**config.mk**
```make
export PLATFORM = sky130hd
export DESIGN_NAME = sram_like_to_axi
export DESIGN_NICKNAME = d
export VERILOG_FILES = /design/src/rtl/sram_like_to_axi.sv
export SDC_FILE = /design/constraint.sdc
export NUM_CORES = 1
export LEC_CHECK = 0
export ABC_AREA = 1
export BUFFER_PORTS_ARGS = -buffer_cell sky130_fd_sc_hd__buf_4
export CAP_MARGIN = 20
export CORE_AREA = 2 2 123 125
export CTS_BUF_LIST = sky130_fd_sc_hd__clkbuf_4
export DETAILED_ROUTE_END_ITERATION = 8
export DIE_AREA = 0 0 125 127
export GPL_TIMING_DRIVEN = 0
export PLACE_DENSITY_LB_ADDON = 0.3
export RECOVER_POWER = 50
export SETUP_SLACK_MARGIN = 0.15
export SKIP_CTS_REPAIR_TIMING = 1
export SLEW_MARGIN = 20
export SYNTH_ARGS = -nofsm -noshare
export SYNTH_HDL_FRONTEND = slang
export SYNTH_SLANG_ARGS = --single-unit
```
**constraint.sdc**
```tcl
create_clock -name clk -period 1.6 [get_ports clk]
set_input_delay 0.32 -clock clk [delete_from_list [all_inputs] [get_ports clk]]
set_output_delay 0.32 -clock clk [all_outputs]
set_load 0.05 [all_outputs]
```
**src/rtl/sram_like_to_axi.sv**
```systemverilog
// sram_like_to_axi: bridges the core's SRAM-like instruction and data ports
// onto a single AXI-style master. Only one single-beat transaction is in
// flight at a time. Fixed priority chooses between the two requesters.
module sram_like_to_axi #(
    parameter bit DATA_PRIORITY = 1'b1
) (
    input  logic        clk,
    input  logic        resetn,

    input  logic        inst_req,
    input  logic [1:0]  inst_size,
    input  logic [31:0] inst_addr,
    output logic        inst_addr_ok,
    output logic        inst_data_ok,
    output logic [31:0] inst_rdata,

    input  logic        data_req,
    input  logic        data_wr,
    input  logic [1:0]  data_size,
    input  logic [31:0] data_addr,
    input  logic [31:0] data_wdata,
    output logic        data_addr_ok,
    output logic        data_data_ok,
    output logic [31:0] data_rdata,

    output logic [31:0] araddr,
    output logic [2:0]  arsize,
    output logic        arvalid,
    input  logic        arready,
    input  logic [31:0] rdata,
    input  logic        rvalid,
    output logic        rready,

    output logic [31:0] awaddr,
    output logic [2:0]  awsize,
    output logic        awvalid,
    input  logic        awready,
    output logic [31:0] wdata,
    output logic [3:0]  wstrb,
    output logic        wvalid,
    input  logic        wready,
    input  logic        bvalid,
    output logic        bready
);

    typedef enum logic [2:0] {
        IDLE,
        AR,
        R,
        AW_W,
        B
    } state_t;

    state_t      state_q, state_d;
    logic [31:0] addr_q, addr_d;
    logic [1:0]  size_q, size_d;
    logic [31:0] wdata_q, wdata_d;
    logic        src_q, src_d;
    logic        aw_done_q, aw_done_d;
    logic        w_done_q, w_done_d;
    logic        bresp_q, bresp_d;

    logic        dataSel;
    logic        acceptEn;
    logic        awHs;
    logic        wHs;

    // The winning requester is chosen combinationally; the data side takes
    // the slot only when it has priority or the fetch side is quiet.
    assign dataSel  = data_req && (DATA_PRIORITY || !inst_req);

    // No acceptance while in reset or while the registered store completion
    // is being reported, so a new access always starts after data_ok.
    assign acceptEn = resetn && !bresp_q;

    // Latched request fields drive both AXI address channels directly.
    assign araddr     = addr_q;
    assign awaddr     = addr_q;
    assign arsize     = {1'b0, size_q};
    assign awsize     = {1'b0, size_q};
    assign wdata      = wdata_q;
    assign inst_rdata = rdata;
    assign data_rdata = rdata;

    // Byte strobes derived from the latched size and low address bits.
    always_comb begin
        wstrb = 4'b1111;
        case (size_q)
            2'd0:    wstrb = 4'b0001 << addr_q[1:0];
            2'd1:    wstrb = 4'b0011 << {addr_q[1], 1'b0};
            default: wstrb = 4'b1111;
        endcase
    end

    // Next-state and output decode for the single-outstanding transaction FSM.
    always_comb begin
        state_d      = state_q;
        addr_d       = addr_q;
        size_d       = size_q;
        wdata_d      = wdata_q;
        src_d        = src_q;
        aw_done_d    = aw_done_q;
        w_done_d     = w_done_q;
        bresp_d      = 1'b0;
        inst_addr_ok = 1'b0;
        data_addr_ok = 1'b0;
        inst_data_ok = 1'b0;
        data_data_ok = bresp_q;
        arvalid      = 1'b0;
        rready       = 1'b0;
        awvalid      = 1'b0;
        wvalid       = 1'b0;
        bready       = 1'b0;
        awHs         = 1'b0;
        wHs          = 1'b0;

        case (state_q)
            IDLE: begin
                if (acceptEn) begin
                    if (dataSel) begin
                        data_addr_ok = 1'b1;
                        src_d        = 1'b1;
                        addr_d       = data_addr;
                        size_d       = data_size;
                        wdata_d      = data_wdata;
                        aw_done_d    = 1'b0;
                        w_done_d     = 1'b0;
                        state_d      = data_wr ? AW_W : AR;
                    end else if (inst_req) begin
                        inst_addr_ok = 1'b1;
                        src_d        = 1'b0;
                        addr_d       = inst_addr;
                        size_d       = inst_size;
                        state_d      = AR;
                    end
                end
            end
            AR: begin
                arvalid = 1'b1;
                if (arready) begin
                    state_d = R;
                end
            end
            R: begin
                rready = 1'b1;
                if (rvalid) begin
                    if (src_q) begin
                        data_data_ok = 1'b1;
                    end else begin
                        inst_data_ok = 1'b1;
                    end
                    state_d = IDLE;
                end
            end
            AW_W: begin
                awvalid   = !aw_done_q;
                wvalid    = !w_done_q;
                awHs      = awvalid && awready;
                wHs       = wvalid && wready;
                aw_done_d = aw_done_q || awHs;
                w_done_d  = w_done_q || wHs;
                if (aw_done_d && w_done_d) begin
                    aw_done_d = 1'b0;
                    w_done_d  = 1'b0;
                    state_d   = B;
                end
            end
            B: begin
                bready = 1'b1;
                if (bvalid) begin
                    bresp_d = 1'b1;
                    state_d = IDLE;
                end
            end
            default: begin
                state_d = IDLE;
            end
        endcase
    end

    // State and latched request registers with synchronous active-low reset.
    always_ff @(posedge clk) begin
        if (!resetn) begin
            state_q   <= IDLE;
            addr_q    <= 32'd0;
            size_q    <= 2'd0;
            wdata_q   <= 32'd0;
            src_q     <= 1'b0;
            aw_done_q <= 1'b0;
            w_done_q  <= 1'b0;
            bresp_q   <= 1'b0;
        end else begin
            state_q   <= state_d;
            addr_q    <= addr_d;
            size_q    <= size_d;
            wdata_q   <= wdata_d;
            src_q     <= src_d;
            aw_done_q <= aw_done_d;
            w_done_q  <= w_done_d;
            bresp_q   <= bresp_d;
        end
    end

endmodule

```
==> results.md, run 1 <==
- Max Cap Violations: 0
- Antenna viol nets, final: 0
- Data arrival time of the worst path: 1.61 ns
- Grt total ovfl: 0
- Placer Congestion: 0.8032
- Final hold vios: 0
- Core ar.: between 0.01 and 0.015 mm2
- VDD IR-drop max: between 600 and 700 uV
- Internal power: 5.707 mW
- Root buffer cell: clkbuf_4
- DP HPWL: 11.00 mm
- Rows: 44
- Clk buf depth: 2
- Mean routed wirelength per cell: 14.03 um
- Sw frac: 0.4939
- DIE AREA: 0.01588 mm2
- Initial antenna violation count: 1
- DRC Markers: 0
- Post-synthesis mux area share: 0
- Drt first pass iters: 4
- Slew margin rel.: 0.5845
- Cell accounting for the most synthesized area: dfxtp_1
- Top Ports: 321
- Top cells by area, synth: dfxtp_1, buf_4, nand2_1
- Yosys top cell area share: 0.3859
- Share of power burned in registers: 0.243
- CTS tree: done
- Pleak: about 3.5 nW
- Critical Path RT: 1.28 ns
- Synth cell count leaders: nand2_1, buf_4, dfxtp_1, nand3_1, o21ai_0
- Worst hold slack: 0.05533 ns
- Startpoint Class: flip-flop
- First-pass GRT wire length: between 20 and 25 mm
- Simple-gate share of the synthesized area: 0.2408
- Clk slew on worst S/H paths: 0.11 ns
- Overall die height: 127 um
- Largest net degree at the start of global routing: 12
- P_sw: 5.570 mW
- Worst hold path class: in -> reg
- Vias per cell: between 4 and 5
- Vias: 4503
- Max FO, Critical Path: 6
- Cell Pwr Density: 1610 mW/mm2
- Top_reg_cell synth: dfxtp_1
- Synth async-reset ratio: 0
- Layout Skew: 0.01361 ns
- Worst Tran Pin Value: 0.6260 ns
- Gr busiest metal: met2
- Number of flops mapped to enable cells by yosys: 0
- Drt total wl: roughly 15 mm
- CP max stage delay: 0.39 ns
- Most frequent cell after synthesis: nand2_1
- Unique masters post-synth: 23
- I/O Buffers: approximately 290
- Fin nets: 989
- Slowest cell on crit path: dfxtp_4
- Post-Syn Instances: 522
- Comb pwr share: 0.652
- Initial DRC Count: 172
- Clock network fraction of total power: 0.105
- Die Wd: 125 um
- Vias in the first global route: 4165
- H-Tree Depth: 3
- Main combinational cell family by area after synthesis: buffers and inverters
- Finish-stage setup viols: 13
- Sequential area share after synthesis: 0.3859
- Crit end category: primary output
- Final Util: 0.4855
- Area growth, synth to finish: 84.90%
- Post-layout min period: about 1.9 ns
- Clock sink total: 73
- Synthesis Warnings: 0
- Final period util: 1.205
- Flops & latches, synth: 73
- XOR/XNOR Fraction of Synth Area: 0
- Clock Latency Late Sink: between 0.4 and 0.5 ns
- Adder-cell area share of the yosys netlist: 0
- Initial core utilization: 0.2626
- Syn avg cell area: between 7 and 8 um2
- Synth Cell Area: 0.003787 mm2
- Share of post-route cells with drive strength above 1: 0.5246
- Total GRT Usage: 0.1628
- Compound-cell area share of the yosys netlist: 0.1133
- Status: finished, violations left
- RSZ-0062 raised after global routing: yes
- Setup WS post-layout: -0.3275 ns
- Violated checks: negative setup slack
- Global Route met2 Usage: 0.2900
- Met3 Resource Use GR: 0.04104
- Worst-path cell chain: nor2_4 > nand2_4 > nor2_4 > nand2_4 > inv_8 > buf_12 > buf_12
- GRT met1 Usage: 0.1835
- Peak Freq: approximately 520 MHz
- CTS Buf Count: 9
- Max-slew violation count: 0
- Kind of critical path: reg -> out
## sequential cells by signal (all words and copies together) (netlist names)
| name | flops |
|---|---|
| araddr | 32 |
| aw_done_q | 1 |
| bresp_q | 1 |
| size_q | 2 |
| src_q | 1 |
| state_q | 3 |
| w_done_q | 1 |
| wdata | 32 |
## cell families (layout without fill, tap and decap cells)
group                  after synthesis  in the layout
flip-flops                          73             73
other                                1              3
buffers and inverters              149            478
AND/OR/NAND/NOR                    222            222
AO/OA/AOI/OAI                       77             77
## power by group through the flow
stage | registers, mW | clock network [mW] | logic, mW
global placement | 2.66 | 0 | 6.20
CTS | 2.62 | 1.24 | 6.24
detailed placement | 2.66 | 0 | 6.23
global route | 2.79 | 1.32 | 7.71
floorplan | 3.82 | 0 | 3.22
finish | 2.74 | 1.19 | 7.35
## stage by stage
step | total power, mW | setup WS (ns) | cell area (um2) | instances | TNS, ns
2_1_floorplan | 7.037 | 0.002117 | 3938 | 523 | 0
3_3_place_gp | 8.855 | -0.2639 | 6307 | 992 | -1.424
3_5_place_dp | 8.889 | -0.2713 | 6307 | 992 | -1.470
4_1_cts | 10.10 | -0.7898 | 6441 | 1008 | -5.010
5_1_grt | 11.82 | -0.4483 | 7003 | 1037 | -2.968
6_report | 11.28 | -0.3275 | 7003 | 1037 | -1.707
## layout make-up
cell class	instances	area [um2]
inverters	21	103.9
well taps	184	230.2
clock buffers	12	90.09
plain buffers	128	1042
repair buffers	313	2442
clock inverters	4	43.79
diodes	1	2.502
flip-flops and latches	73	1540
multi-input cells	301	1508
fillers	1457	7421
## path summary, 6_finish.rpt
path	slack, ns	cells past startpoint	to	start
worst max-delay path	-0.33	7	data_addr_ok	state_q[1]
worst min-delay path	0.06	3	wdata[27]	data_wdata[27]
worst max register to register	0.16	7	araddr[16]	state_q[1]
worst min register to register	0.47	2	wdata[18]	wdata[18]
## critical path: cells and delay by family, from the launching register on
family	cells	cell delay, ns
flip-flops	1	0.39
AND/OR/NAND/NOR	4	0.48
buffers and inverters	3	0.30
## cells in the final DEF (no fill, tap or decap), types with 2 or more instances in the layout
master	Yosys	final
inv_1	18	12
o21ai_0	36	31
nand2_1	157	154
o21ai_4	0	4
inv_2	2	3
nand2_2	0	2
nor2_1	17	10
nor2_4	1	7
clkinv_2	1	2
buf_12	0	3
a31oi_1	35	35
buf_2	9	5
dfxtp_1	73	36
nor3_4	0	2
dfxtp_4	0	13
clkbuf_1	9	72
buf_4	103	270
nand4_1	2	2
buf_1	4	4
nand3_1	39	38
inv_4	0	2
a21oi_1	2	2
nand2_4	1	2
buf_8	0	29
buf_6	3	56
conb_1	1	2
clkbuf_4	0	13
o21ai_1	4	4
dfxtp_2	0	24
clkinvlp_4	0	2
## routing by layer
metal,up-vias,share of wire
met3,23,0.061
met5,-,0
met1,2052,0.38
li1,2252,-
met4,0,0.021
met2,176,0.54
(Power assumes the default switching activity.)
==> run 2: changes to the inputs <==
--- a/config.mk
+++ b/config.mk
@@ -8,11 +8,15 @@
 export ABC_AREA = 1
 export BUFFER_PORTS_ARGS = -buffer_cell sky130_fd_sc_hd__buf_4
 export CAP_MARGIN = 20
-export CORE_AREA = 2 2 123 125
+export CELL_PAD_IN_SITES_DETAIL_PLACEMENT = 1
+export CELL_PAD_IN_SITES_GLOBAL_PLACEMENT = 1
+export CORE_ASPECT_RATIO = 0.7
+export CORE_MARGIN = 2
+export CORE_UTILIZATION = 25
 export CTS_BUF_LIST = sky130_fd_sc_hd__clkbuf_4
 export DETAILED_ROUTE_END_ITERATION = 8
-export DIE_AREA = 0 0 125 127
 export GPL_TIMING_DRIVEN = 0
+export HOLD_SLACK_MARGIN = 0.02
 export PLACE_DENSITY_LB_ADDON = 0.3
 export RECOVER_POWER = 50
 export SETUP_SLACK_MARGIN = 0.15
==> run 2 against run 1 <==
Against the previous run:
- the run still ends with negative setup slack left
- clock power is 9% higher
- clock skew decreased by 0.0011 ns
- first-iteration DRC count fell by 40%
- total power decreased by 0.43%
- worst setup slack improved by 0.019 ns
- critical endpoint unchanged
- largest cell class unchanged
==> results.md, run 2 (same netlist as run 1, synthesis figures left out) <==
- Status: finished, violations left
- Violated checks: negative setup slack
- Cell Pwr Density: 1644 mW/mm2
- Slowest cell on crit path: dfxtp_4
- Hold path depth: 3
- Max Cap Violations: 0
- Clk slew on worst S/H paths: 0.12 ns
- Critical Path RT: between 1 and 1.5 ns
- Final Cell Area: 0.006830 mm2
- Power Total: between 10 and 15 mW
- Peak Freq: 524.0 MHz
- WP depth: 7
- CP Buf/Inv Count: 3
- CTS tree: done
- Top Ports: 321
- Vias: 4609
- Max FO, Critical Path: 6
- R2R Path End: araddr[9]
- I/O Buffers: 285
- Mean routed wirelength per cell: 15.76 um
- Kind of critical path: reg -> out
- Number of diodes: 0
- Worst hold slack: ~0.090 ns
- Pleak: 3.440 nW
- Drt first pass iters: 4
- Clock network fraction of total power: 0.116
- Vias in the first global route: roughly 4700
- Setup WS post-layout: -0.3084 ns
- First-pass GRT wire length: 23.89 mm
- Clk buf depth: 2
- Startpoint Class: flip-flop
- Antenna viol nets, final: 0
- Final hold vios: 0
- Most common cell after layout, fill and taps aside: buf_4
- Worst-path cell chain: nor2_4 > nand2_4 > nor2_4 > nand2_4 > clkinv_4 > buf_12 > buf_12
- Data arrival time of the worst path: 1.59 ns
- R2r setup slk: 0.10 ns
- Internal power: about 5.6 mW
- P_sw: 5.618 mW
- VDD IR-drop max: 689.3 uV
- Grt total ovfl: 0
- Vias per cell: 4.432
- Area growth, synth to finish: 80.34%
- H-Tree Depth: 3
- RSZ-0062 raised after global routing: yes
- Rows: 37
- Initial core utilization: 0.2565
- Slew margin rel.: 0.5804
- CTS Buf Count: 9
- Final period util: 1.193
- Clock sink total: 73
- Crit end category: primary output
- Largest net degree at the start of global routing: 12
- Share of power burned in registers: 0.242
- Fin cells: 1040
- Layout Skew: 0.01247 ns
- Placer Congestion: 0.8137
- Max-slew violation count: 0
- Initial DRC Count: just over 100
- RR Startpoint: state_q[1]
- DRC Markers: 0
- Worst hold path class: in -> reg
- Overall die height: 107.0 um
- Dpl cells: 1003
- Final TNS setup: -1.773 ns
- Clock Latency Late Sink: 0.42 ns
- Fin nets: 983
- Core ar.: approximately 0.015 mm2
- CP max stage delay: 0.40 ns
- Most frequent cells in the layout: buf_4, nand2_1, clkbuf_1
- Share of post-route cells with drive strength above 1: 0.5302
- Crit path to: data_addr_ok
- Sw frac: 0.5004
- Root buffer cell: clkbuf_4
- Post-layout min period: 1.908 ns
- Comb pwr share: 0.642
- Total GRT Usage: 0.1865
- DP Area: 0.006321 mm2
- DP HPWL: 12.92 mm
- Reg2Reg Depth: 7
- Finish-stage setup viols: 13
- Die Wd: 151.1 um
- Drt total wl: 16.40 mm
- DIE AREA: 0.01617 mm2
- Cell family with most CP delay: simple AND/OR/NAND/NOR gates
- Worst Tran Pin Value: 0.6322 ns
- Critical Path Start: state_q[1]
- Initial antenna violation count: 0
[run 2: cell types whose count changed in the layout (fill, tap and decap cells not counted), moves of 2 or more]
cell	change
dfxtp_4	-5
dfxtp_2	+4
nand2_2	+5
buf_2	-3
buf_8	-19
nand2_4	+2
buf_4	+20
nor2_2	+2
buf_6	-3
nand2_1	-7
[run 2: worst min-delay path by stage]
stage,startpoint,to,slack [ns]
after CTS,data_wdata[17],wdata[17],0.05
after global routing,data_wdata[25],wdata[25],0.05
final,data_wdata[5],wdata[5],0.09
after detailed placement,wdata[15],wdata[15],0.46
after global placement,wdata[28],wdata[28],0.45
after floorplan,data_wdata[7],wdata[7],0.43
[run 2: stage by stage]
| stage | utilization | worst slack (ns) |
|---|---|---|
| after floorplan | - | 0.002117 |
| final | 0.4625 | -0.3084 |
| after global routing | 0.4625 | -0.4031 |
| after detailed placement | 0.4280 | -0.2665 |
| after CTS | 0.4383 | -0.7435 |
| after global placement | 0.4280 | -0.2727 |
[run 2: power groups by stage]
stage / combinational [mW] / sequential [mW] / clock [mW]
6_report: 7.21 / 2.72 / 1.30
5_1_grt: 7.61 / 2.78 / 1.42
4_1_cts: 6.34 / 2.63 / 1.35
2_1_floorplan: 3.22 / 3.82 / 0
3_3_place_gp: 6.20 / 2.64 / 0
3_5_place_dp: 6.33 / 2.66 / 0
[run 2: cell type report]
cell class	instances	area, um2
Fill cell	1873	7938
Timing Repair Buffer	307	2283
Tap cell	195	244.0
Multi-Input combinational cell	301	1531
Clock inverter	4	68.82
Clock buffer	11	82.58
Buffer	128	997.2
Inverter	21	96.34
Sequential cell	73	1526
[run 2: metal layers]
| metal | GRT usage | share of wire |
|---|---|---|
| met1 | 0.2250 | 0.40 |
| met2 | 0.3367 | 0.53 |
| met3 | 0.03830 | 0.050 |
| met4 | 0.04873 | 0.020 |
| met5 | 0 | 0 |
[run 2: worst min-delay path, cell delays in order]
cell,delay (ns)
buf_4,0.07
nand2_1,0.04
nand2_1,0.05
==> run 3: changes to the inputs <==
--- a/config.mk
+++ b/config.mk
@@ -21,6 +21,7 @@
 export RECOVER_POWER = 50
 export SETUP_SLACK_MARGIN = 0.15
 export SKIP_CTS_REPAIR_TIMING = 1
+export SKIP_LAST_GASP = 1
 export SLEW_MARGIN = 20
 export SYNTH_ARGS = -nofsm -noshare
 export SYNTH_HDL_FRONTEND = slang
==> run 3 against run 2 <==
Against the previous run:
- the flow still finishes with violations (negative setup slack)
- global-route usage did not move
- non-clock buffer count is the same
- register-to-register slack about the same
- total power down 0.28%
- maximum frequency barely moved
- sequential power is essentially flat
- sequential cell count did not move
- core utilization fell by 0.18 points
- worst setup slack worse by 0.0019 ns
- critical path type unchanged
- largest power group unchanged
- highest routed layer unchanged
==> results.md, run 3 (same netlist as run 1, synthesis figures left out) <==
- Status: finished, violations left
- Violated checks: negative setup slack
- Worst hold slack: 0.08854 ns
- Startpoint Class: flip-flop
- Final period util: 1.194
- Worst Tran Pin Value: 0.6320 ns
- Share of post-route cells with drive strength above 1: 0.5302
- Mean routed wirelength per cell: 15.76 um
- Number of diodes: 0
- Most common cell after layout, fill and taps aside: buf_4
- Critical Path RT: between 1 and 1.5 ns
- Max-slew violation count: 0
- Fin nets: 983
- Clk buf depth: 2
- Core ar.: ~0.015 mm2
- Root buffer cell: clkbuf_4
- Finish-stage setup viols: 13
- First-pass GRT wire length: about 24 mm
- Total GRT Usage: 0.1865
- DIE AREA: 0.01617 mm2
- Max Cap Violations: 0
- Final hold vios: 0
- Pleak: 3.434 nW
- Top Ports: between 300 and 400
- RSZ-0062 raised after global routing: yes
- Clock sink total: 73
- Power Total: around 11 mW
- Placer Congestion: approximately 0.81
- Worst slack at placement: -0.2665 ns
- Vias in the first global route: 4697
- Most frequent cells in the layout: buf_4, nand2_1, clkbuf_1
- Worst hold path class: in -> reg
- Area growth, synth to finish: 79.65%
- Layout Skew: 0.01175 ns
- Rows: 37
- Data arrival time of the worst path: 1.59 ns
- Post-layout min period: approximately 1.9 ns
- Initial antenna violation count: 0
- Clk slew on worst S/H paths: 0.12 ns
- Max FO, Critical Path: 6
- DP HPWL: 12.92 mm
- Final Util: 0.4607
- Crit end category: primary output
- VDD IR-drop max: 689.2 uV
- Grt total ovfl: 0
- Cell Pwr Density: 1646 mW/mm2
- Die Wd: 151.1 um
- CTS tree: done
- CTS Buf Count: 9
- Slew margin rel.: 0.5805
- Drt total wl: 16.40 mm
- FILL cells: 1872
- DRC Markers: 0
- Clock Latency Late Sink: 0.42 ns
- Drt first pass iters: 4
- I/O Buffers: between 200 and 300
- Overall die height: 107.0 um
- Initial DRC Count: 95
- Initial core utilization: 0.2565
- Setup WS post-layout: -0.3103 ns
- Vias per cell: 4.439
- H-Tree Depth: 3
- Antenna viol nets, final: 0
- Vias: approximately 4600
- Kind of critical path: reg -> out
- Peak Freq: 523.5 MHz
- Largest net degree at the start of global routing: 12
## run 3: cell count changes in the layout (fill, tap and decap cells not counted)
cell,previous run,this run
buf_8,10,8
buf_4,290,295
buf_6,53,50
## run 3: through the flow
stage	cells	cell area, um2	TNS (ns)
6_report	1040	6804	-1.738
5_1_grt	1040	6804	-3.065
4_1_cts	1018	6472	-4.645
3_5_place_dp	1003	6321	-1.543
3_3_place_gp	1003	6321	-0.9974
2_1_floorplan	523	3938	0
## run 3: area by class of cell
class | count | area (um2) | share of cell area
repair buffers | 307 | 2265 | 0.3328
multi-input cells | 301 | 1531 | 0.2251
flip-flops and latches | 73 | 1526 | 0.2243
plain buffers | 128 | 989.7 | 0.1455
well taps | 195 | 244.0 | 0.03586
inverters | 21 | 96.34 | 0.01416
clock buffers | 11 | 82.58 | 0.01214
clock inverters | 4 | 68.82 | 0.01011
## run 3: power by group
part / leakage (nW) / switching [mW] / internal (mW)
clock: 0.0844 / 0.644 / 0.655
sequential: 0.614 / 0.400 / 2.32
combinational: 2.74 / 4.57 / 2.61
## run 3: path summary, 6_finish.rpt
| path | slack (ns) | endpoint | cells past startpoint | from |
|---|---|---|---|---|
| setup / recovery | -0.31 | data_addr_ok | 7 | state_q[1] |
| hold reg to reg | 0.48 | wdata[11] | 2 | wdata[11] |
| setup reg to reg | 0.10 | araddr[9] | 7 | state_q[1] |
| hold / removal | 0.09 | wdata[8] | 3 | data_wdata[8] |
## run 3: routing by layer
metal | GRT usage | routed length [um]
met1 | 0.2250 | 6484
met2 | 0.3367 | 8742
met3 | 0.03830 | 836
met4 | 0.04873 | 331
met5 | 0 | 0
## run 3: worst max-delay path, cell delays in order (launching register included)
cell and delay, ns:
dfxtp_4 0.40, nor2_4 0.15, nand2_4 0.08, nor2_4 0.17
nand2_4 0.08, clkinv_4 0.06, buf_12 0.10, buf_12 0.13
